--- config.mk ---
export PLATFORM = sky130hd
export DESIGN_NAME = mem_access_unit
export DESIGN_NICKNAME = d
export VERILOG_FILES = /design/src/rtl/mau_pkg.sv /design/src/rtl/load_extend.sv /design/src/rtl/mem_access_unit.sv
export SDC_FILE = /design/constraint.sdc
export NUM_CORES = 1
export LEC_CHECK = 0
export CELL_PAD_IN_SITES_DETAIL_PLACEMENT = 1
export CELL_PAD_IN_SITES_GLOBAL_PLACEMENT = 2
export CORE_UTILIZATION = 29
export CTS_CLUSTER_DIAMETER = 200
export DETAILED_ROUTE_END_ITERATION = 7
export PLACE_DENSITY_LB_ADDON = 0.1
export SLEW_MARGIN = 40
export SYNTH_ARGS = -nofsm -noshare
export SYNTH_HDL_FRONTEND = slang
export SYNTH_HIERARCHICAL = 1
export SYNTH_SLANG_ARGS = --single-unit
export TNS_END_PERCENT = 50
--- constraint.sdc ---
create_clock -name clk -period 5.4 [get_ports clk]
set_clock_uncertainty 0.1 [all_clocks]
set_input_delay 0.81 -clock clk [delete_from_list [all_inputs] [get_ports clk]]
set_output_delay 0.81 -clock clk [all_outputs]
set_load 0.005 [all_outputs]
--- src/rtl/mau_pkg.sv ---
// rtl/mau_pkg.sv - shared encodings and helpers for the byte-serial memory access unit
package mau_pkg;

  localparam logic [1:0] SIZE_BYTE = 2'b00;
  localparam logic [1:0] SIZE_HALF = 2'b01;
  localparam logic [1:0] SIZE_WORD = 2'b10;
  localparam logic [1:0] SIZE_ILL  = 2'b11;

  typedef enum logic [1:0] {IDLE, XFER, DRAIN, RESP} state_t;

  function automatic logic [2:0] size_to_nbytes(input logic [1:0] size);
    case (size)
      SIZE_BYTE: return 3'd1;
      SIZE_HALF: return 3'd2;
      SIZE_WORD: return 3'd4;
      default:   return 3'd0;
    endcase
  endfunction

  // Big-endian serialisation: byte idx of an nbytes-wide right-aligned store value.
  function automatic logic [7:0] store_byte(input logic [31:0] wdata,
                                            input logic [2:0]  nbytes,
                                            input logic [2:0]  idx);
    logic [2:0] sh;
    sh = nbytes - idx - 3'd1;
    return 8'(wdata >> {sh, 3'b000});
  endfunction

endpackage

--- src/rtl/load_extend.sv ---
// rtl/load_extend.sv - sign/zero extension of the assembled load accumulator
module load_extend
  import mau_pkg::*;
(
  input  logic [31:0] i_acc,
  input  logic [1:0]  i_size,
  input  logic        i_signed,
  output logic [31:0] o_data
);

  always_comb begin
    o_data = i_acc;
    case (i_size)
      SIZE_BYTE: o_data = {{24{i_signed & i_acc[7]}}, i_acc[7:0]};
      SIZE_HALF: o_data = {{16{i_signed & i_acc[15]}}, i_acc[15:0]};
      default:   o_data = i_acc;
    endcase
  end

endmodule

--- src/rtl/mem_access_unit.sv ---
// rtl/mem_access_unit.sv - serialises one lw/lh/lb/sw/sh/sb request into byte transfers
module mem_access_unit
  import mau_pkg::*;
#(
  parameter int MEM_BYTES = 32
) (
  input  logic        clk,
  input  logic        rst,
  input  logic        req_valid,
  output logic        req_ready,
  input  logic        req_write,
  input  logic [1:0]  req_size,
  input  logic        req_signed,
  input  logic [31:0] req_addr,
  input  logic [31:0] req_wdata,
  output logic        resp_valid,
  output logic [31:0] resp_rdata,
  output logic        resp_err,
  output logic [31:0] mem_addr,
  output logic [7:0]  mem_wdata,
  output logic        mem_we,
  output logic        mem_re,
  input  logic [7:0]  mem_rdata
);

  state_t      r_state, w_state_nxt;
  logic [1:0]  r_count, w_count_nxt;
  logic        r_write, r_signed, r_rd_pend;
  logic [1:0]  r_size;
  logic [31:0] r_base, r_wdata, r_acc;

  logic        r_req_ready, r_resp_valid, r_resp_err, r_mem_we, r_mem_re;
  logic [31:0] r_resp_rdata, r_mem_addr;
  logic [7:0]  r_mem_wdata;

  logic        w_latch, w_err_in, w_ready_nxt, w_rv_nxt, w_err_nxt, w_we_nxt, w_re_nxt;
  logic [2:0]  w_nbytes_in, w_nbytes;
  logic [1:0]  w_cnt_inc;
  logic [32:0] w_end_in;
  logic [31:0] w_acc_nxt, w_ext, w_rdata_nxt, w_addr_nxt;
  logic [7:0]  w_wdata_nxt;

  assign w_nbytes_in = size_to_nbytes(req_size);
  assign w_nbytes    = size_to_nbytes(r_size);
  assign w_cnt_inc   = r_count + 2'd1;
  // 33-bit sum so a request near 0xFFFFFFFF cannot wrap back into range.
  assign w_end_in    = {1'b0, req_addr} + 33'(w_nbytes_in) - 33'd1;
  assign w_err_in    = (req_size == SIZE_ILL)
                     | ((req_size == SIZE_HALF) & req_addr[0])
                     | ((req_size == SIZE_WORD) & (req_addr[1:0] != 2'b00))
                     | (w_end_in >= 33'(MEM_BYTES));
  assign w_acc_nxt   = r_rd_pend ? {r_acc[23:0], mem_rdata} : r_acc;

  load_extend u_load_extend (
    .i_acc    (w_acc_nxt),
    .i_size   (r_size),
    .i_signed (r_signed),
    .o_data   (w_ext)
  );

  always_comb begin
    w_state_nxt = r_state;
    w_count_nxt = r_count;
    w_latch     = 1'b0;
    w_we_nxt    = 1'b0;
    w_re_nxt    = 1'b0;
    w_addr_nxt  = r_mem_addr;
    w_wdata_nxt = r_mem_wdata;
    w_rv_nxt    = 1'b0;
    w_err_nxt   = 1'b0;
    w_rdata_nxt = 32'd0;
    case (r_state)
      IDLE: begin
        if (req_valid) begin
          w_latch = 1'b1;
          if (w_err_in) begin
            w_state_nxt = RESP;
            w_rv_nxt    = 1'b1;
            w_err_nxt   = 1'b1;
          end else begin
            w_state_nxt = XFER;
            w_count_nxt = 2'd0;
            w_addr_nxt  = req_addr;
            w_we_nxt    = req_write;
            w_re_nxt    = ~req_write;
            w_wdata_nxt = store_byte(req_wdata, w_nbytes_in, 3'd0);
          end
        end
      end
      XFER: begin
        if ({1'b0, r_count} == w_nbytes - 3'd1) begin
          w_state_nxt = DRAIN;
        end else begin
          w_count_nxt = w_cnt_inc;
          w_addr_nxt  = r_base + {30'd0, w_cnt_inc};
          w_we_nxt    = r_write;
          w_re_nxt    = ~r_write;
          w_wdata_nxt = store_byte(r_wdata, w_nbytes, {1'b0, w_cnt_inc});
        end
      end
      DRAIN: begin
        w_state_nxt = RESP;
        w_rv_nxt    = 1'b1;
        w_rdata_nxt = r_write ? 32'd0 : w_ext;
      end
      default: w_state_nxt = IDLE;
    endcase
    w_ready_nxt = (w_state_nxt == IDLE);
  end

  always_ff @(posedge clk) begin
    if (rst) begin
      r_state      <= IDLE;
      r_count      <= 2'd0;
      r_write      <= 1'b0;
      r_size       <= SIZE_BYTE;
      r_signed     <= 1'b0;
      r_base       <= 32'd0;
      r_wdata      <= 32'd0;
      r_acc        <= 32'd0;
      r_rd_pend    <= 1'b0;
      r_req_ready  <= 1'b1;
      r_resp_valid <= 1'b0;
      r_resp_rdata <= 32'd0;
      r_resp_err   <= 1'b0;
      r_mem_addr   <= 32'd0;
      r_mem_wdata  <= 8'd0;
      r_mem_we     <= 1'b0;
      r_mem_re     <= 1'b0;
    end else begin
      r_state      <= w_state_nxt;
      r_count      <= w_count_nxt;
      r_rd_pend    <= r_mem_re;
      r_acc        <= w_latch ? 32'd0 : w_acc_nxt;
      r_req_ready  <= w_ready_nxt;
      r_resp_valid <= w_rv_nxt;
      r_resp_rdata <= w_rdata_nxt;
      r_resp_err   <= w_err_nxt;
      r_mem_addr   <= w_addr_nxt;
      r_mem_wdata  <= w_wdata_nxt;
      r_mem_we     <= w_we_nxt;
      r_mem_re     <= w_re_nxt;
      if (w_latch) begin
        r_write  <= req_write;
        r_size   <= req_size;
        r_signed <= req_signed;
        r_base   <= req_addr;
        r_wdata  <= req_wdata;
      end
    end
  end

  assign req_ready  = r_req_ready;
  assign resp_valid = r_resp_valid;
  assign resp_rdata = r_resp_rdata;
  assign resp_err   = r_resp_err;
  assign mem_addr   = r_mem_addr;
  assign mem_wdata  = r_mem_wdata;
  assign mem_we     = r_mem_we;
  assign mem_re     = r_mem_re;

endmodule

# Yosys cells after proc, flatten, opt, wreduce, memory -nomap -nowiden
# Index checks and enable logic that the tools add are counted.
# W data, S select, Z words.
op_classes:
  order_cmp: 1
  bitwise: 11
  n_reduce_logical: 10
  shift: 2
  add_sub_neg: 8
  muxes: 33
  eq_ne: 11
ops:
  columns: ["operator", "n"]
  rows:
  - ["$mux W32", 4]
  - ["$pmux W32 S2", 2]
  - ["$shr A32 B6 Y8", 2]
  - ["$add A32 B3 Y33", 1]
  - ["$ge A33 B6 Y1 const B", 1]
  - ["$sub A33 B1 Y33 const B", 1]
  - ["$add A32 B2 Y32", 1]
  - ["$mux W8", 3]
  - ["$pmux W3 S3", 2]
  - ["$pmux W8 S2", 1]
  - ["$mux W2", 6]
  - ["$mux W1", 10]
  - ["$sub A3 B1 Y3 const B", 3]
  - ["$eq A2 B2 Y1 const B", 4]
  - ["$logic_not A2 Y1", 4]
  - ["$eq A2 B1 Y1 const B", 3]
  - ["$ne A2 B2 Y1 const B", 3]
  - ["$pmux W1 S2", 3]
  - ["$pmux W2 S3", 1]
  - ["$and A1 B1 Y1", 4]
  - ["$not A1 Y1", 4]
  - ["$pmux W2 S2", 1]
  - ["$reduce_and A4 Y1", 1]
  - ["$reduce_bool A2 Y1", 2]
  - ["6 further kinds", 9]
word_totals:
  wordCells: 93
  out_inout_bits: 77
  regBits: 182
  in_bits: 79

# Depth between registers and ports, before layout
logic_depth:
  word_depth: 10
  depth_mapped: 22
  ltp_nobuf: 16

# Modules after synthesis
# The synthesis kept the hierarchy.
modules_own_cells:
  columns: ["module", "area_each_um2", "n_inst", "seq_area_each_um2", "cells_each"]
  rows:
  - ["mem_access_unit", 10807.9, 1, 3643.5, 1353]
  - ["load_extend", 385.4, 1, 0.0, 66]

# Least setup slack after synthesis
# OpenSTA, ideal clock, no wires.
synth_path:
  path_kind: "input port to flip-flop"
  start: "input port req_size[0]"
  end: "register r_mem_addr[18] (netlist: mem_addr[18])"
  stages: 20
  setup_slack_ps: -297
  setup_ps: 134
  arrival_ps: 5462
  required_time_ps: 5166
  path_buffers: 4
  cell_sequence: "buf_1 clkbuf_1 nand2b_1 ha_1 inv_1 ha_1 inv_1 fa_1 nand2b_1 a211oi_4 o211ai_1 a32o_1 nor4_1 nand4_1 or4b_1 or4_1 buf_2 buf_6 and4b_1 or4_1"
synth_via:
  elab_chain_cells: 8
  elab_cells_between_ends: 15
  cone_classes: "2 x add/sub; 1 x order compare; 4 x eq/ne; 1 x mux; 5 x bitwise; 2 x reduce/logical"
synth_lines:
  columns: ["item", "line_no", "rtl"]
  rows:
  - ["start: declaration", "mem_access_unit.sv:12", "input logic [1:0] req_size,"]
  - ["$eq A2 B2 Y1, or another cell as far along", "mau_pkg.sv:12, mem_access_unit.sv:50", null]
  - ["$pmux W3 S3", "mau_pkg.sv:12", "case (size)"]
  - ["$add A32 B3 Y33", "mem_access_unit.sv:47", "assign w_end_in = {1'b0, req_addr} + 33'(w_nbytes_in) - 33'd1;"]
  - ["$sub A33 B1 Y33", "mem_access_unit.sv:47", null]
  - ["$ge A33 B6 Y1", "mem_access_unit.sv:51", "| (w_end_in >= 33'(MEM_BYTES));"]
  - ["$or A1 B1 Y1 *", "mem_access_unit.sv:51", null]
  - ["$ne A2 B2 Y1 (no source line) *", null, null]
  - ["$reduce_and A4 Y1 (no source line) *", null, null]
  - ["end signal: assignment", "mem_access_unit.sv:139", "r_mem_addr <= w_addr_nxt;"]
  - ["end: declaration", "mem_access_unit.sv:33", "logic [31:0] r_resp_rdata, r_mem_addr;"]
# Mark *: on every way between the ends. The rest lies on a longest branch, timed or not.
# A chain may end at the register's enable or synchronous reset.

# Worst setup path after layout
layout_path:
  start: "input port req_size[1]"
  end: "register r_mem_addr[25] (netlist: mem_addr[25])"
# The elaborated chain is that of the path after synthesis.

==> results.py <==
metrics = {
    "timing": {
        "setup_slack_ps": 150.4,
        "fmax_mhz": 190.5,
        "setup-tns-final_ps": 0,
        "tightest_slew_ps": 804.2,
        "hold_viol_final": 0,
        "setup_viol": 0,
        "drv_slew": 0,
        "layout_min_cycle_time_ps": 5250,
        "relSlewSlack": 0.4639,
        "hold_ws_ps": 354.9,
        "fin_crit_sh": 0.9722,
    },
    "power": {
        "internal_power_mw": 2.569,
        "p_per_area_nw_per_um2": 265.6,
        "p_switching_mw": 1.334,
        "clkPwrFrac": 0.336,
        "leakagePower_nw": 5.743,
        "p_sw_frac": 0.3419,
        "peakVddDrop_v": 0.0002362,
        "power_frac_seq": 0.388,
        "power_mw": 3.903,
        "p_comb_frac": 0.276,
    },
    "finish": {
        "multi_input_area_sq_um": 6914,
        "layout-drive-gt1-share": 0.1568,
        "syn_to_final_growth_pct": 31.28,
        "diodes": 0,
        "fin_util": 0.3883,
        "design_area_sq_um": 14690,
        "fin_cells": 2137,
        "num-nets-final": 1732,
        "fill_cells": 4586,
        "regArea_sq_um": 3643,
    },
    "synthesis": {
        "syn_nets": 1538,
        "synth_edf_count": 0,
        "post_synth_instance_area_sq_um": 11190,
        "ys_seq_area_frac": 0.3255,
        "synthFlopType": "dfxtp_1",
        "ys_ff_latch": 182,
        "synth.avg_cell_area_sq_um": 7.888,
        "synth_cells": 1419,
        "netlist-cell-type-count": 75,
        "yosys_warnings": 6,
        "ys_async_sr_fraction": 0,
    },
    "route": {
        "wl_per_cell_um": 19.42,
        "wl_um": 41510,
        "vias": 10850,
        "via_per_inst": 5.079,
        "ant_nets": 0,
        "drc": 0,
        "drt_pass1_iterations": 4,
        "drt_iter0_drc": 451,
    },
    "placement": {
        "dp_slack_ps": -742.4,
        "io_buffers": 155,
        "place_congestion": 0.8581,
        "placed_cell_area_sq_um": 13910,
        "placed_cells": 2095,
        "place_hpwl_um": 29980,
    },
    "floorplan": {
        "dieArea_sq_um": 39390,
        "rows": 71,
        "start_util": 0.2958,
        "core_area_sq_um": 37840,
        "die_h_um": 198.5,
        "die-width_um": 198.5,
        "io_pins": 156,
    },
    "global_route": {
        "grt_pass1_wl_um": 64670,
        "grt-ovfl-total": 0,
        "track_usage": 0.2116,
        "grt_pass1_vias": 11120,
        "antenna_found_initial": 0,
        "grt_max_degree": 92,
    },
    "worst_hold_path": {
        "min_path_type": "reg -> reg",
    },
    "worst_setup_path": {
        "start_kind": "input pin",
        "setup.worst_path.end_class": "flip-flop",
        "arrival_ps": 5470,
        "critPathKind": "in -> reg",
        "crit_fanout": 8,
        "worstPathRequired_ps": 5620,
    },
    "clock_tree": {
        "clk_path_buf_depth": 2,
        "cts-hold-fix-buffers": 0,
        "htree_levels": 4,
        "cts_sinks": 182,
        "cts_tree": "built",
        "cts_root_buf": "clkbuf_16",
        "insertion_delay_ps": 450,
        "clkTransAtPathRegs_ps": 80,
        "numCtsBuffers": 17,
    },
    "job": {
        "cap_violations": 0,
    },
    "outcome": {
        "status": "finished, final reports clean",
    },
}
## state kept, by name, summed over array words and instances, names as in the netlist
name and count:
mem_addr 32, r_acc 32, r_base 32, r_wdata 32, resp_rdata 32, mem_wdata 8, r_count 2, r_size 2
r_state 2, mem_re 1, mem_we 1, r_rd_pend 1, r_signed 1, r_write 1, req_ready 1, resp_err 1
resp_valid 1
## Yosys cell counts, types with 6 or more instances
| cell | number | area, sq um |
|---|---|---|
| nand2_1 | 271 | 1017 |
| dfxtp_1 | 182 | 3643 |
| a21oi_1 | 116 | 580.6 |
| clkbuf_1 | 85 | 319.1 |
| nor2b_1 | 58 | 362.9 |
| nor2_1 | 56 | 210.2 |
| inv_1 | 52 | 195.2 |
| o21ai_0 | 43 | 215.2 |
| ha_1 | 37 | 462.9 |
| and2_1 | 35 | 219.0 |
| or4_1 | 35 | 262.8 |
| mux2_2 | 33 | 371.6 |
| nor4_1 | 32 | 200.2 |
| nand3_1 | 28 | 140.1 |
| mux2i_1 | 26 | 260.3 |
| xor2_1 | 25 | 219.0 |
| nand4_1 | 24 | 150.1 |
| o211ai_1 | 23 | 172.7 |
| xnor2_1 | 21 | 183.9 |
| nor4b_1 | 15 | 131.4 |
| a311o_1 | 14 | 140.1 |
| nor3_1 | 13 | 65.06 |
| nand4b_1 | 12 | 105.1 |
| buf_1 | 11 | 41.29 |
| buf_2 | 10 | 50.05 |
| nand2b_1 | 10 | 62.56 |
| a211oi_1 | 9 | 67.56 |
| a32oi_1 | 9 | 78.83 |
| a21o_1 | 8 | 60.06 |
| and4b_1 | 8 | 80.08 |
| buf_4 | 8 | 60.06 |
| mux4_2 | 8 | 180.2 |
| o21ai_1 | 8 | 40.04 |
| o22ai_1 | 8 | 50.05 |
| and3_1 | 7 | 43.79 |
| o21a_1 | 7 | 52.55 |
| buf_6 | 6 | 67.56 |
## power by group through the flow
stage          clock (mW)  combinational [mW]  sequential [mW]
3_5_place_dp            0                1.07             1.55
2_1_floorplan           0               0.595             1.51
4_1_cts              1.35                1.08             1.51
6_report             1.31                1.08             1.51
5_1_grt              1.40                1.18             1.53
3_3_place_gp            0                1.05             1.54
## cells in the final DEF, fill, tap and decap left out, drive strengths merged, types with 21 or more instances in the layout
cell type      synthesis  layout
ha                    37      37
nand3                 28      28
xnor2                 21      21
o211ai                24      24
buf                   35     139
inv                   52      59
o21ai                 55      55
xor2                  25      25
mux2                  33      33
nor2b                 58      58
dfxtp                182     182
clkbuf                85      21
nor4                  32      32
or4                   35      35
nand4                 24      24
nand2                271     271
a21oi                119     119
mux2i                 27      27
nor2                  56      56
clkdlybuf4s50          0     150
and2                  35      35
## final timing paths
path,startpoint,end,slack (ps),cells after the start
setup / recovery,req_size[1],mem_addr[25],150,18
setup reg to reg,r_count[1],mem_addr[29],1520,12
hold / removal,r_wdata[8],r_wdata[8],350,2
hold reg to reg,r_wdata[8],r_wdata[8],350,2
## critical path: stages
cell and delay [ps]:
dlymetal6s2s_1 140, or2_2 290, ha_1 180, inv_1 60, ha_2 180, inv_2 40
fa_2 390, nand2b_4 170, a211oi_4 320, o211ai_1 150, a32o_2 310, nor4_4 280
nand4_1 180, or4b_4 540, or4_4 580, buf_12 170, and4b_1 170, or4_1 510
## layout make-up
| cell class | instances | area share |
|---|---|---|
| Multi-Input combinational cell | 1065 | 0.4705 |
| Sequential cell | 182 | 0.2480 |
| Timing Repair Buffer | 295 | 0.1838 |
| Tap cell | 511 | 0.04351 |
| Clock buffer | 19 | 0.03014 |
| Inverter | 52 | 0.01328 |
| Clock inverter | 13 | 0.01073 |
## cell families after synthesis
family | synth area share
multiplexers | 0.07456
AND/OR/NAND/NOR | 0.2881
adder cells (fa/ha/maj) | 0.04672
buffers and inverters | 0.06550
flip-flops | 0.3255
AO/OA/AOI/OAI | 0.1637
XOR/XNOR | 0.03599
## repair_timing
item,in CTS,in global routing
buffers inserted,1,7
resized for setup,6,15
pin swaps,3,12
endpoints found under the setup margin,43,44
cloned,0,2
hold endpoints to repair,0,0
## per-layer routing
layer | track usage | wire, um | vias up
li1 | - | - | 5392
met1 | 0.3017 | 21190 | 5275
met2 | 0.3402 | 18820 | 163
met3 | 0.02526 | 1077 | 24
met4 | 0.04416 | 423 | 0
met5 | 0 | 0 | -
Power figures use the tool's default switching activity.
